==> src/rtl/prog_counter_stack.sv <==
// prog_counter_stack
//   Program counter for the RAT MCU with an integrated LIFO return-address stack.
//   PC_COUNT feeds the program ROM address input directly from a register.
//
// Ports
//   CLK         in   system clock, rising edge
//   RST         in   asynchronous active-high reset
//   PC_OP       in   000 NOP, 001 INC, 010 JUMP, 011 CALL, 100 RET, 101 LOAD_RESET, else NOP
//   FROM_IMMED  in   branch/call target
//   INT_REQ     in   interrupt request; overrides PC_OP for the cycle
//   ERR_CLR     in   clears STK_ERR (a new error in the same cycle wins)
//   PC_COUNT    out  current fetch address (registered)
//   STK_DEPTH   out  number of stack entries in use
//   STK_EMPTY   out  STK_DEPTH == 0
//   STK_FULL    out  STK_DEPTH == STACK_DEPTH
//   STK_ERR     out  sticky overflow/underflow flag
module prog_counter_stack #(
    parameter int unsigned       ADDR_W      = 10,
    parameter int unsigned       STACK_DEPTH = 8,
    parameter logic [ADDR_W-1:0] RESET_ADDR  = '0,
    parameter logic [ADDR_W-1:0] INT_VECTOR  = '1
) (
    input  logic                           CLK,
    input  logic                           RST,
    input  logic [2:0]                     PC_OP,
    input  logic [ADDR_W-1:0]              FROM_IMMED,
    input  logic                           INT_REQ,
    input  logic                           ERR_CLR,
    output logic [ADDR_W-1:0]              PC_COUNT,
    output logic [$clog2(STACK_DEPTH):0]   STK_DEPTH,
    output logic                           STK_EMPTY,
    output logic                           STK_FULL,
    output logic                           STK_ERR
);

    localparam int unsigned PTR_W   = $clog2(STACK_DEPTH);
    localparam int unsigned DEPTH_W = PTR_W + 1;

    localparam logic [2:0] OpInc       = 3'b001;
    localparam logic [2:0] OpJump      = 3'b010;
    localparam logic [2:0] OpCall      = 3'b011;
    localparam logic [2:0] OpRet       = 3'b100;
    localparam logic [2:0] OpLoadReset = 3'b101;

    logic [ADDR_W-1:0]  pc_q, pc_d;
    logic [DEPTH_W-1:0] depth_q, depth_d;
    logic               err_q, err_d;
    logic               err_set;
    logic               push_en;
    logic [ADDR_W-1:0]  push_data;
    logic [ADDR_W-1:0]  stack_q [STACK_DEPTH];
    logic [ADDR_W-1:0]  top_entry;
    logic [ADDR_W-1:0]  pc_plus1;
    logic               full, empty;

    assign full      = (depth_q == DEPTH_W'(STACK_DEPTH));
    assign empty     = (depth_q == '0);
    assign pc_plus1  = pc_q + ADDR_W'(1);
    // Combinational read of the top entry so RET completes in a single cycle.
    assign top_entry = stack_q[PTR_W'(depth_q - DEPTH_W'(1))];

    always_comb begin
        pc_d      = pc_q;
        depth_d   = depth_q;
        err_set   = 1'b0;
        push_en   = 1'b0;
        push_data = pc_q;
        if (INT_REQ) begin
            // Save the preempted fetch address so RET resumes it.
            if (full) begin
                err_set = 1'b1;
            end else begin
                push_en   = 1'b1;
                push_data = pc_q;
                pc_d      = INT_VECTOR;
                depth_d   = depth_q + DEPTH_W'(1);
            end
        end else begin
            unique case (PC_OP)
                OpInc:  pc_d = pc_plus1;
                OpJump: pc_d = FROM_IMMED;
                OpCall: begin
                    if (full) begin
                        err_set = 1'b1;
                    end else begin
                        push_en   = 1'b1;
                        push_data = pc_plus1;
                        pc_d      = FROM_IMMED;
                        depth_d   = depth_q + DEPTH_W'(1);
                    end
                end
                OpRet: begin
                    if (empty) begin
                        err_set = 1'b1;
                    end else begin
                        pc_d    = top_entry;
                        depth_d = depth_q - DEPTH_W'(1);
                    end
                end
                OpLoadReset: pc_d = RESET_ADDR;
                default: ;  // NOP and illegal codes hold all state
            endcase
        end
        // Set has priority over clear.
        err_d = err_set | (err_q & ~ERR_CLR);
    end

    always_ff @(posedge CLK or posedge RST) begin
        if (RST) begin
            pc_q    <= RESET_ADDR;
            depth_q <= '0;
            err_q   <= 1'b0;
        end else begin
            pc_q    <= pc_d;
            depth_q <= depth_d;
            err_q   <= err_d;
        end
    end

    // Entry contents are don't-care after reset, so the array carries no reset.
    always_ff @(posedge CLK) begin
        if (push_en) begin
            stack_q[depth_q[PTR_W-1:0]] <= push_data;
        end
    end

    assign PC_COUNT  = pc_q;
    assign STK_DEPTH = depth_q;
    assign STK_EMPTY = empty;
    assign STK_FULL  = full;
    assign STK_ERR   = err_q;

endmodule

==> config.mk <==
export PLATFORM = sky130hd
export DESIGN_NAME = prog_counter_stack
export DESIGN_NICKNAME = d
export VERILOG_FILES = /design/src/rtl/prog_counter_stack.sv
export SDC_FILE = /design/constraint.sdc
export NUM_CORES = 1
export LEC_CHECK = 0
export ABC_CLOCK_PERIOD_IN_PS = 7700
export BUFFER_PORTS_ARGS = -buffer_cell sky130_fd_sc_hd__clkbuf_2
export CAP_MARGIN = 20
export CORE_ASPECT_RATIO = 2
export CORE_MARGIN = 2
export CORE_UTILIZATION = 60
export CTS_BUF_LIST = sky130_fd_sc_hd__clkbuf_16
export DETAILED_ROUTE_END_ITERATION = 12
export PLACE_DENSITY_LB_ADDON = 0.15
export REMOVE_ABC_BUFFERS = 1
export SLEW_MARGIN = 20
export SYNTH_ARGS = -nofsm -noshare
export SYNTH_HDL_FRONTEND = slang
export SYNTH_SLANG_ARGS = --single-unit
export TNS_END_PERCENT = 20
==> constraint.sdc <==
create_clock -name CLK -period 7.7 [get_ports CLK]
set_clock_uncertainty 0.2 [all_clocks]
set_input_delay 1.925 -clock CLK [delete_from_list [all_inputs] [get_ports CLK]]
set_output_delay 1.925 -clock CLK [all_outputs]
set_load 0.03 [all_outputs]
==> impl_metrics.toml <==
[final_layout]
multiInputGateArea_um2 = 1590
layout.nets = 368
num-fill-cells = 534
instances_no_fill = 443
final_cell_mix = "edfxtp_1 (80), clkbuf_2 (33), nand2_1 (25), a21oi_1 (18)"
post-route-util = 0.693
area_delta_synth_final_pct = 12.1
insertedDiodeCount = 0
seq_area_um2 = 2780
final_common_cell = "edfxtp_1"
stdcell_area_um2 = 5040
drive_gt1_frac = 0.254

[synth]
synth_edf_count = 80
syn_inst = 309
synth_ff_type = "edfxtp_1"
synthAdderAreaFrac = 0.0139
seq_area_frac_synth = 0.618
ys_warn_count = 0
avgSynthCellArea_um2 = 14.5
synth.mux.area_fraction = 0.0963
synthDistinctLibCells = 69
synth_xor_area_frac = 0.0292
syn-cell-area_um2 = 4490
synth_compound_area_frac = 0.0994
synth_top_family_by_area = "simple AND/OR/NAND/NOR gates"
async_reset_ff_frac = 0.158
synth_simple_gate_area_frac = 0.111
ys_ff_latch = 95

[run_status]
status = "finished clean"

[global_routing]
grt_max_degree = 29
grt_use_met3 = 0.0736
grt.total_usage = 0.283
use_met2 = 0.450
grt_overflow_total = 0
grt_pass1_wl_um = 16500
grtUsageMet1 = 0.339
grt_pass1_vias = 3023
antenna_found_initial = 0
top_usage_layer = "met2"

[floorplanning]
rows = 44
fp.dieArea_um2 = 8240
initial_core_util = 0.618
pin_count = 34
fp.dieW_um = 65.2
die_y_um = 126
core_um2 = 7270

[detailed_routing]
via_count = 2881
avgRoutedWirePerCell_um = 23.9
drc = 0
drtPass1Iterations = 5
first_iter_violations = 313
ant_nets = 0
wirelength_um = 10600
routed_via_density = 6.50

[sta]
finalSetupViolCount = 0
grt_setup_unrepaired = "no"
tightest_slew_ps = 1080
period_minus_slack_ps = 3990
slew_headroom = 0.277
fin_crit_sh = 0.518
hold_violations = 0
worst_hold_slack_ps = 332
fmax_mhz = 251
setup_slack_ps = 3710
slew_viol_final = 0
final.setup.tns_ps = 0

[flow_run]
cap_violations = 0

[pwr]
power_mw = 2.05
vdd_ir_drop_max_mv = 0.282
swShare = 0.366
powerDensity_nw_per_um2 = 406
p_leak_nw = 1.76
switching_power_mw = 0.748
p_comb_frac = 0.398
clkPwrFrac = 0.224
sequentialPowerShare = 0.378
internal_power_mw = 1.30

[cts]
postCtsHoldBufs = 0
post-cts-setup-buffers = 0
clk_latency_ps = 340
cts.sink_count = 95
htreeDepth = 3
cts-buffers-inserted = 9
path_clk_slew_ps = 70
cts_buffer_depth = 2
root_buffer = "clkbuf_16"
cts_resized = 0
tritoncts = "yes"

[setup_path]
crit_path_max_fanout = 14
cp-start-kind = "input pin"
cp.required_ps = 7710
endpoint_kind = "register"
worstPathArrival_ps = 4000
path_class = "input pin to register"
rr_worst_depth = 7

[place]
place_ws_ps = 3420
place_area_um2 = 4720
io_buffer_count = 33
dp.final_hpwl_um = 7090
placed_cells = 427
gp_congestion = 0.901

[min_path]
hold_class = "register to register"
holdPathStages = 1
-- worst max-delay path, stage by stage --
cell and delay [ps]:
clkbuf_2 190, inv_2 90, ha_1 590, inv_1 240, nor2_1 260, and4_1 390
nor3b_1 240, nor4_1 80
-- routing by layer --
layer  share of wire  up-vias
met5               0        -
met4           0.050        0
met3           0.075       34
met2            0.52      136
met1            0.36     1420
li1                -     1291
-- kinds of logic after synthesis --
| family | Yosys count |
|---|---|
| AO/OA/AOI/OAI | 62 |
| XOR/XNOR | 15 |
| adder cells (fa/ha/maj) | 5 |
| buffers and inverters | 21 |
| flip-flops | 95 |
| multiplexers | 24 |
| AND/OR/NAND/NOR | 87 |
-- state kept, by name (all words and copies together) (netlist names) --
register	count
STK_DEPTH	4
PC_COUNT	10
stack_q	80
STK_ERR	1
-- Yosys cell counts, types with 3 or more instances --
library cell   n  share of area
nand3_1        4         0.0045
xnor2_1       11          0.021
o2bb2ai_1      3         0.0058
nand2b_1       5         0.0070
and4_1         3         0.0058
dfrtp_1       15          0.084
a2111oi_0      4         0.0078
a21oi_1       18          0.020
o21ai_1        3         0.0033
edfxtp_1      80           0.53
ha_1           5          0.014
nor2b_1        3         0.0042
nor2_1        19          0.016
xor2_1         4         0.0078
a22o_1         3         0.0058
o21ai_0        3         0.0033
o32a_1         3         0.0067
inv_1          6         0.0050
mux4_2        14          0.070
and3_1         3         0.0042
buf_2          3         0.0033
clkbuf_8       4          0.012
nor4_1         3         0.0042
mux2i_1        8          0.018
nand2_1       25          0.021
and2_1         3         0.0042
-- final cells by class --
| class | count | share of cell area |
|---|---|---|
| Clock buffer | 9 | 0.0447 |
| Clock inverter | 7 | 0.0164 |
| Inverter | 8 | 0.00596 |
| Multi-Input combinational cell | 193 | 0.316 |
| Sequential cell | 95 | 0.551 |
| Tap cell | 92 | 0.0229 |
| Timing Repair Buffer | 39 | 0.0425 |
-- power by group through the flow --
| stage | Clock [mW] | Combinational (mW) | Sequential (mW) |
|---|---|---|---|
| floorplan | 0 | 0.507 | 0.828 |
| global placement | 0 | 0.805 | 0.778 |
| detailed placement | 0 | 0.812 | 0.782 |
| CTS | 0.465 | 0.818 | 0.773 |
| global route | 0.480 | 0.880 | 0.782 |
| finish | 0.458 | 0.815 | 0.774 |
-- final timing paths --
| path | from | endpoint | slack [ps] |
|---|---|---|---|
| setup / recovery | PC_OP[2] | PC_COUNT[7] | 3710 |
| hold / removal | STK_DEPTH[3] | STK_DEPTH[3] | 330 |
| setup reg to reg | STK_DEPTH[1] | PC_COUNT[8] | 4580 |
| hold reg to reg | STK_DEPTH[3] | STK_DEPTH[3] | 330 |
| max in group asynchronous | RST | PC_COUNT[5] | 5400 |
| min in group asynchronous | RST | PC_COUNT[7] | 1450 |
(Power assumes the default switching activity.)
